**config.mk**
```make
export PLATFORM = sky130hd
export DESIGN_NAME = mstage_lsu
export DESIGN_NICKNAME = d
export VERILOG_FILES = /design/src/rtl/mstage_lsu.sv
export SDC_FILE = /design/constraint.sdc
export NUM_CORES = 1
export LEC_CHECK = 0
export CAP_MARGIN = 10
export CORE_AREA = 5 5 312 314
export DETAILED_ROUTE_END_ITERATION = 6
export DIE_AREA = 0 0 317 319
export SLEW_MARGIN = 20
export SYNTH_ARGS = -nofsm -noshare
export SYNTH_HDL_FRONTEND = slang
export SYNTH_SLANG_ARGS = --single-unit
```
**constraint.sdc**
```tcl
create_clock -name clk -period 2.3 [get_ports clk]
set_input_delay 0.23 -clock clk [delete_from_list [all_inputs] [get_ports clk]]
set_output_delay 0.23 -clock clk [all_outputs]
set_load 0.1 [all_outputs]
```
**src/rtl/mstage_lsu.sv**
```systemverilog
// Memory-access stage: takes one E-stage instruction, runs its load/store over
// AXI4-Lite, then hands aligned load data, error flag and pass-through bundle to W.
module mstage_lsu #(
  parameter int PT_W = 256
) (
  input  logic            clk,
  input  logic            rst,
  input  logic            s_valid,
  output logic            s_ready,
  input  logic            memrdE,
  input  logic            memwrE,
  input  logic [2:0]      funct3E,
  input  logic [31:0]     ALU_resultE,
  input  logic [31:0]     src2E,
  input  logic [PT_W-1:0] ptE,
  output logic            m_valid,
  input  logic            m_ready,
  output logic [31:0]     mdataM,
  output logic [31:0]     ALU_resultM,
  output logic            memerrM,
  output logic [PT_W-1:0] ptM,
  output logic [31:0]     araddr,
  output logic            arvalid,
  input  logic            arready,
  input  logic [31:0]     rdata,
  input  logic [1:0]      rresp,
  input  logic            rvalid,
  output logic            rready,
  output logic [31:0]     awaddr,
  output logic            awvalid,
  input  logic            awready,
  output logic [31:0]     wdata,
  output logic [3:0]      wstrb,
  output logic            wvalid,
  input  logic            wready,
  input  logic [1:0]      bresp,
  input  logic            bvalid,
  output logic            bready
);

  typedef enum logic [2:0] {IDLE, AR, R, WR, B, DONE} state_t;

  state_t      state, state_nx;
  logic        rd_q, wr_q;
  logic [2:0]  f3_q;
  logic [31:0] src2_q;
  logic        aw_done, w_done;
  logic        accept;
  logic        misalign_e;
  logic        aw_fire, w_fire, both_done;
  logic [31:0] lane;
  logic [31:0] load_data;
  logic [31:0] store_data;
  logic [3:0]  store_strb;

  assign accept = s_valid & s_ready;

  // funct3[1:0]: 00 byte, 01 half, otherwise word
  assign misalign_e = ((funct3E[1:0] == 2'b01) && ALU_resultE[0]) ||
                      (funct3E[1] && (ALU_resultE[1:0] != 2'b00));

  assign aw_fire   = awvalid & awready;
  assign w_fire    = wvalid & wready;
  assign both_done = (aw_done | aw_fire) & (w_done | w_fire);

  always_ff @(posedge clk) begin
    if (rst) state <= IDLE;
    else     state <= state_nx;
  end

  always_comb begin
    state_nx = state;
    s_ready  = 1'b0;
    m_valid  = 1'b0;
    arvalid  = 1'b0;
    rready   = 1'b0;
    awvalid  = 1'b0;
    wvalid   = 1'b0;
    bready   = 1'b0;
    case (state)
      IDLE: begin
        s_ready = 1'b1;
        if (s_valid) begin
          if (!(memrdE | memwrE) || misalign_e) state_nx = DONE;
          else if (memrdE)                      state_nx = AR;
          else                                  state_nx = WR;
        end
      end
      AR: begin
        arvalid = rd_q;
        if (arready) state_nx = R;
      end
      R: begin
        rready = 1'b1;
        if (rvalid) state_nx = DONE;
      end
      WR: begin
        awvalid = wr_q & ~aw_done;
        wvalid  = wr_q & ~w_done;
        if (both_done) state_nx = B;
      end
      B: begin
        bready = 1'b1;
        if (bvalid) state_nx = DONE;
      end
      DONE: begin
        m_valid = 1'b1;
        if (m_ready) state_nx = IDLE;
      end
      default: state_nx = IDLE;
    endcase
  end

  // Load lane select and extension; bit 2 of funct3 marks the unsigned forms
  assign lane = rdata >> {ALU_resultM[1:0], 3'b000};

  always_comb begin
    load_data = rdata;
    case (f3_q[1:0])
      2'b00:   load_data = f3_q[2] ? {24'b0, lane[7:0]}  : {{24{lane[7]}}, lane[7:0]};
      2'b01:   load_data = f3_q[2] ? {16'b0, lane[15:0]} : {{16{lane[15]}}, lane[15:0]};
      default: load_data = rdata;
    endcase
  end

  always_comb begin
    store_data = src2_q;
    store_strb = 4'b1111;
    case (f3_q[1:0])
      2'b00: begin
        store_data = {4{src2_q[7:0]}};
        store_strb = 4'b0001 << ALU_resultM[1:0];
      end
      2'b01: begin
        store_data = {2{src2_q[15:0]}};
        store_strb = 4'b0011 << ALU_resultM[1:0];
      end
      default: begin
        store_data = src2_q;
        store_strb = 4'b1111;
      end
    endcase
  end

  assign araddr = {ALU_resultM[31:2], 2'b00};
  assign awaddr = {ALU_resultM[31:2], 2'b00};
  assign wdata  = store_data;
  assign wstrb  = (state == WR && wr_q) ? store_strb : 4'b0000;

  // Datapath registers; a misaligned memory access is flagged at accept and never reaches the bus
  always_ff @(posedge clk) begin
    if (rst) begin
      rd_q        <= 1'b0;
      wr_q        <= 1'b0;
      f3_q        <= 3'b000;
      src2_q      <= 32'b0;
      ALU_resultM <= 32'b0;
      ptM         <= '0;
      mdataM      <= 32'b0;
      memerrM     <= 1'b0;
      aw_done     <= 1'b0;
      w_done      <= 1'b0;
    end else begin
      if (accept) begin
        rd_q        <= memrdE;
        wr_q        <= memwrE;
        f3_q        <= funct3E;
        src2_q      <= src2E;
        ALU_resultM <= ALU_resultE;
        ptM         <= ptE;
        mdataM      <= 32'b0;
        memerrM     <= (memrdE | memwrE) & misalign_e;
        aw_done     <= 1'b0;
        w_done      <= 1'b0;
      end
      if (state == R && rvalid) begin
        mdataM <= rd_q ? load_data : 32'b0;
        if (rresp != 2'b00) memerrM <= 1'b1;
      end
      if (state == WR) begin
        if (both_done) begin
          aw_done <= 1'b0;
          w_done  <= 1'b0;
        end else begin
          if (aw_fire) aw_done <= 1'b1;
          if (w_fire)  w_done  <= 1'b1;
        end
      end
      if (state == B && bvalid && bresp != 2'b00) memerrM <= 1'b1;
    end
  end

endmodule

```
==> run_results.csv, run 1 <==
group,metric,value,unit
run_status,outcome,"completed",
logic_synthesis,synthSimpleGateAreaFrac,20.31,%
logic_synthesis,yosys_warnings,0,
cts,root_buffer,"clkbuf_16",
logic_synthesis,ys_ff_latch,363,
logic_synthesis,synthMuxAreaShare,3.014,%
cts,clk_latency,0.57,ns
cts,cts.path.max_buffers,3,
critical_path,cp-start-kind,"flip-flop",
route,drc,0,
cts,cts_tree,"yes",
timing,tightest_slew,0.8338,ns
route,wirelength,61.79,mm
logic_synthesis,synth_top_family_by_area,"simple AND/OR/NAND/NOR gates",
pwr,ir_drop,0.7841,mV
timing,timing.fmax,0.4568,GHz
cts,clk_pin_slew_worst_paths,0.06,ns
cts,htreeDepth,2,
pwr,powerDensity,1440,mW/mm²
logic_synthesis,syn_area_per_cell,8.011,µm²
die,placementRows,113,
place,place_inst,3680,
min_path,hold_path.class,"in2reg",
finish,register_area,0.007279,mm²
timing,period_share,95.19,%
critical_path,path_cells,"buf_4, nand4b_1, buf_4, a21oi_4, buf_12",
run,cap_violations,0,
timing,period_minus_slack,2.189,ns
cts,cts_buffers,44,
timing,drv_slew,0,
die,die_w,317,µm
logic_synthesis,synthTopCellsByArea,"dfxtp_1, nand2_1, a21oi_1, buf_4, buf_2",
finish,area_delta_synth_final,70.65,%
logic_synthesis,synth.cell_area,0.01411,mm²
global_route,use_met1,12.15,%
critical_path,slowest_stage,"dfxtp_2",
finish,multi_input_area,0.005804,mm²
logic_synthesis,postSynthCellCount,1762,
place,routabilityCongestion,0.8689,
global_route,grt_use_total,11.29,%
finish,drive_gt1_share,24.16,%
logic_synthesis,synthXorXnorAreaFrac,0,%
timing,finalHoldViolations,0,
logic_synthesis,synth_compound_area_share,16.84,%
cts,ctsHoldBuffers,0,
critical_path,cp-end-kind,"output port",
critical_path,crit_fanout,11,
global_route,overflow,0,
die,core-area,0.09430,mm²
pwr,leakagePower,9.522,nW
global_route,grt_pass1_vias,14240,
critical_path,required,2.07,ns
route,drtIter0Drc,686,
logic_synthesis,synthAdderAreaFrac,0,%
route,first_pass_iters,5,
pwr,p_total,34.69,mW
die,dieArea,0.1011,mm²
finish,fin_cells,3758,
place,hpwl,47.92,mm
cts,cts_resized,8,
critical_path,critPathBufInv,3,
global_route,grt.met2_usage,19.81,%
critical_path,cp_common_cell,"buf_4",
logic_synthesis,yosysMostFrequentCell,"nand2_1",
place,port_buffers,793,
global_route,use_met3,4.006,%
global_route,grt.busiest_layer,"met2",
route,ant_nets,0,
timing,slew_headroom,44.41,%
logic_synthesis,synthTopCellsByCount,"nand2_1, dfxtp_1, a21oi_1, buf_4, buf_2",
logic_synthesis,synthArstFlopShare,0,%
global_route,grt_pass1_wl,88.32,mm
logic_synthesis,synth_edf_count,0,
critical_path,cpLargestDelayFamily,"buffers and inverters",
critical_path,crit_type,"reg2out",
place,pre_cts_slack,0.1225,ns
die,initial_core_util,14.97,%
global_route,grt_max_degree,106,
die,ioPinCount,798,
cts,clock_sinks,363,
route,num_vias,14460,
logic_synthesis,yosys.area.top_type,"dfxtp_1",
cts,post_cts_buffers,0,
timing,rsz0062_at_grt,"false",
critical_path,cp_slowest_stage_delay,0.41,ns
logic_synthesis,ys_types,52,
finish,layout.nets,2831,
die,die_y,319,µm
critical_path,cp.arrival,1.96,ns
logic_synthesis,synth_top_area_share,51.48,%
logic_synthesis,ys.flop_type,"dfxtp_1",
logic_synthesis,synth.yosys.seq_area_share,51.48,%
timing,setup_viol,0,
route,avgViaCountPerCell,3.849,
route,wire_per_inst,16.44,µm
finish,fill_cells,10210,
timing,setup_ws,0.1107,ns
global_route,grt_antenna_before_repair,5,
timing,finalClockSkew,0.01217,ns
-- registers in the layout (all words and copies together) (netlist names) --
signal	count
ALU_resultM	32
aw_done	1
f3_q	3
mdataM	32
memerrM	1
ptM	256
rd_q	1
src2_q	32
state	3
w_done	1
wr_q	1
-- layer usage --
metal	part of all wire [%]	routed length, µm
met4	4.3	2642
met1	37	23020
met5	0.016	10
met3	9.6	5909
met2	49	30210
-- cells by family after synthesis --
kind of cell / Yosys count
DFF: 363
and+or+nand+nor: 726
other: 1
muxes: 38
AOI/OAI and AO/OA: 426
buffers and inverters: 208
-- report_power, final --
group	switching, mW	internal [mW]
logic	14.7	4.54
registers	0.835	7.51
clock network	2.84	4.26
-- placed cells by master (no fill, tap or decap), types with 3 or more instances in the layout --
master	count
a21oi_1	343
a221o_1	16
a2bb2oi_1	7
a32o_1	5
buf_12	47
buf_4	438
bufinv_16	3
clkbuf_1	6
clkbuf_16	46
clkbuf_8	9
clkdlybuf4s50_1	368
clkinv_2	11
conb_1	4
dfxtp_1	357
dfxtp_2	4
mux2_2	16
mux2i_1	20
nand2_1	674
nand2b_1	11
nor2_1	9
nor2_4	4
nor2b_1	4
nor3b_1	3
o211ai_1	6
o21ai_0	12
o21ai_1	4
o221ai_1	7
o2bb2ai_1	6
-- final cells by class --
type	instances	area share [%]
Inverter	2	0.03117
Tap cell	1265	6.571
Clock inverter	16	0.6753
Sequential cell	363	30.22
Multi-Input combinational cell	1194	24.10
Clock buffer	61	5.387
Timing Repair Buffer	856	33.01
Antenna cell	1	0.01039
-- metrics by stage --
stage	hold WS (ns)	area, µm²	TNS (ns)	utilization (%)
global placement	0.4399	22600	0	23.96
CTS	0.1183	24080	0	25.53
detailed placement	0.4463	22600	0	23.96
global route	0.1412	24080	0	25.54
floorplan	0.3557	14230	-4.945	-
finish	0.1798	24090	0	25.54
-- worst min-delay path: cells and delay by family --
kind / cells / cell delay [ns]
compound gates: 1 / 0.16
simple gates: 1 / 0.15
buf+inv: 1 / 0.14
-- path summary, 6_finish.rpt --
check        depth (start not counted)  slack (ns)          to      from
max                                  5        0.11    wstrb[3]  state[1]
min reg2reg                          2        0.45     ptM[43]   ptM[43]
max reg2reg                          5        0.27     ptM[19]  state[2]
min                                  3        0.18  mdataM[10]       rst
No activity file was read; power rests on OpenSTA's default activity.
==> inputs of run 2 (changes only) <==
Settings changed: CELL_PAD_IN_SITES_DETAIL_PLACEMENT set to 1, CELL_PAD_IN_SITES_GLOBAL_PLACEMENT set to 1, CORE_AREA 5 5 312 314 to 5 5 311 313, DIE_AREA 0 0 317 319 to 0 0 316 318, GPL_TIMING_DRIVEN set to 0, PLACE_DENSITY_LB_ADDON set to 0.1, TNS_END_PERCENT set to 100.
==> run 2 against run 1 <==
Against the previous run:
- die area decreased by 0.63%
- first-iteration DRC count shrank 32%
- count of clock-buffer cells in the layout grew 15
- global-route usage up 4.4 points
- critical path type unchanged
- total power rose by 1.2%
- setup slack worse by 0.054 ns
- non-clock buffer count grew 148
- wire length increased by 34%
- worst hold slack better by 0.011 ns
- clock skew increased by 0.0043 ns
==> run_results.csv, run 2 (same netlist as run 1, synthesis figures left out) <==
group,metric,value,unit
critical_path,worstReg2RegEnd,"mdataM[8]",
finish,largest_register,"ptM",
timing,rsz0062_at_grt,"false",
route,wirelength,83.04,mm
route,avgViaCountPerCell,3.951,
cts,cts_buffers,50,
timing,setup_viol,0,
critical_path,crit_fanout,5,
cts,ctsHoldBuffers,0,
die,placementRows,113,
timing,period_share,97.54,%
pwr,ir_drop,0.5966,mV
critical_path,cp-end-kind,"output port",
finish,multi_input_area,0.005823,mm²
route,first_pass_iters,7,
global_route,grt_antenna_before_repair,23,
place,port_buffers,792,
place,place_area,0.02373,mm²
die,die_y,318,µm
min_path,hold_path.class,"in2reg",
critical_path,r2r_start,"state[2]",
finish,layout.nets,2986,
critical_path,reg2reg_slack,0.13,ns
die,dieArea,0.1005,mm²
route,drc,0,
run_status,outcome,"completed",
timing,fin_tns_setup,0,ns
critical_path,required,2.07,ns
global_route,grt_max_degree,13,
route,drtIter0Drc,469,
cts,cts.path.max_buffers,3,
finish,drive_gt1_share,12.27,%
critical_path,crit_type,"reg2out",
cts,root_buffer,"clkbuf_16",
route,ant_nets,0,
min_path,holdPathEnd,"ptM[135]",
cts,htreeDepth,2,
critical_path,r2r_cells,4,
place,hpwl,66.61,mm
run,cap_violations,0,
cts,clk_pin_slew_worst_paths,0.06,ns
finish,fin_cells,3925,
timing,slew_headroom,25.88,%
route,num_vias,15510,
cts,cts_tree,"yes",
timing,drv_slew,0,
finish,most-common-layout-cells,"nand2_1, dlygate4sd2_1, clkdlybuf4s50_1, dfxtp_1, a21oi_1",
timing,finalClockSkew,0.01643,ns
place,routabilityCongestion,0.8016,
cts,clock_sinks,363,
timing,period_minus_slack,2.243,ns
finish,largest_register_ffs,256,
global_route,grt_use_total,15.66,%
pwr,powerDensity,1402,mW/mm²
route,wire_per_inst,21.16,µm
timing,hold_slack,0.1906,ns
die,initial_core_util,15.01,%
die,core-area,0.09402,mm²
global_route,grt_pass1_vias,16530,
finish,final_common_cell,"nand2_1",
global_route,grt_pass1_wl,117.1,mm
global_route,overflow,0,
place,place_inst,3822,
timing,finalHoldViolations,0,
finish,register_area,0.007276,mm²
cts,clk_latency,0.59,ns
finish,design_area,0.02504,mm²
min_path,hold_path_startpoint,"ptE[135]",
min_path,whs_path_depth,3,
finish,area_delta_synth_final,77.42,%
critical_path,cp.arrival,2.01,ns
critical_path,cp-start-kind,"flip-flop",
timing,timing.fmax,0.4457,GHz
pwr,leakagePower,10.83,nW
die,die_w,316,µm
finish,fill_cells,11170,
timing,tightest_slew,1.116,ns
die,ioPinCount,798,
==> run 2: cell types whose count changed in the layout (fill, tap and decap cells not counted), moves of 10 or more <==
| cell | change |
|---|---|
| dlygate4sd2_1 | +369 |
| buf_4 | -349 |
| buf_2 | +69 |
| clkbuf_1 | +52 |
| buf_12 | -45 |
| buf_6 | +20 |
| clkdlybuf4s15_1 | +12 |
| clkbuf_4 | +10 |
| diode_2 | +10 |
==> run 2: how the worst max path moves through the flow <==
stage                     startpoint         to  slack (ns)  cells after the start
final                      src2_q[0]   wdata[0]        0.06                      2
after global routing       src2_q[0]   wdata[0]       0.002                      2
after CTS                   state[2]    m_valid       0.003                      3
after detailed placement    state[1]   wstrb[2]       -1.27                      4
after global placement      state[1]   wstrb[2]       -1.21                      4
after floorplan              f3_q[1]  wdata[24]       -0.90                      4
==> run 2: critical path: stages (launching register included) <==
cell             delay, ns
dfxtp_1               0.43
buf_4                 0.14
clkdlybuf4s15_1       0.87
==> run 2: power by group <==
| part | switching (mW) | leakage, nW | internal [mW] | total (mW) |
|---|---|---|---|---|
| logic | 15.3 | 7.10 | 3.98 | 19.3 |
| registers | 0.760 | 2.97 | 7.51 | 8.27 |
| clock network | 3.04 | 0.767 | 4.50 | 7.54 |
| total | 19.1 | 10.8 | 16.0 | 35.1 |
==> run 2: timing repair <==
item,4_1_cts,5_1_grt
gates cloned,1,0
endpoints found under the setup margin,730,173
resized for setup,670,27
pin swaps,2,0
hold endpoints to repair,0,0
buffers inserted,4,3
==> run 2: layer usage <==
metal / track usage (%) / part of all wire (%) / up-vias
met3: 5.822 / 8.8 / 128
met1: 16.06 / 36 / 7360
met4: 5.146 / 3.1 / 26
li1: - / - / 7486
met5: 0 / 0.21 / -
met2: 29.20 / 52 / 506
==> run 2: final cells by class <==
type / instances / area share, %
Timing Repair Buffer: 799 / 29.93
Sequential cell: 363 / 29.05
Multi-Input combinational cell: 1195 / 23.25
Tap cell: 1265 / 6.320
Clock buffer: 76 / 5.911
Buffer: 205 / 5.076
Clock inverter: 9 / 0.3198
Antenna cell: 11 / 0.1099
Inverter: 2 / 0.02998
==> run 2: per-stage QoR <==
step / setup slack [ns] / power, mW / utilization, %
after CTS: 0.003283 / 35.74 / 26.54
after global routing: 0.001926 / 36.86 / 26.62
after global placement: -1.208 / 28.53 / 25.25
after detailed placement: -1.274 / 28.68 / 25.24
final: 0.05655 / 35.10 / 26.64
after floorplan: -0.8985 / 22.77 / -
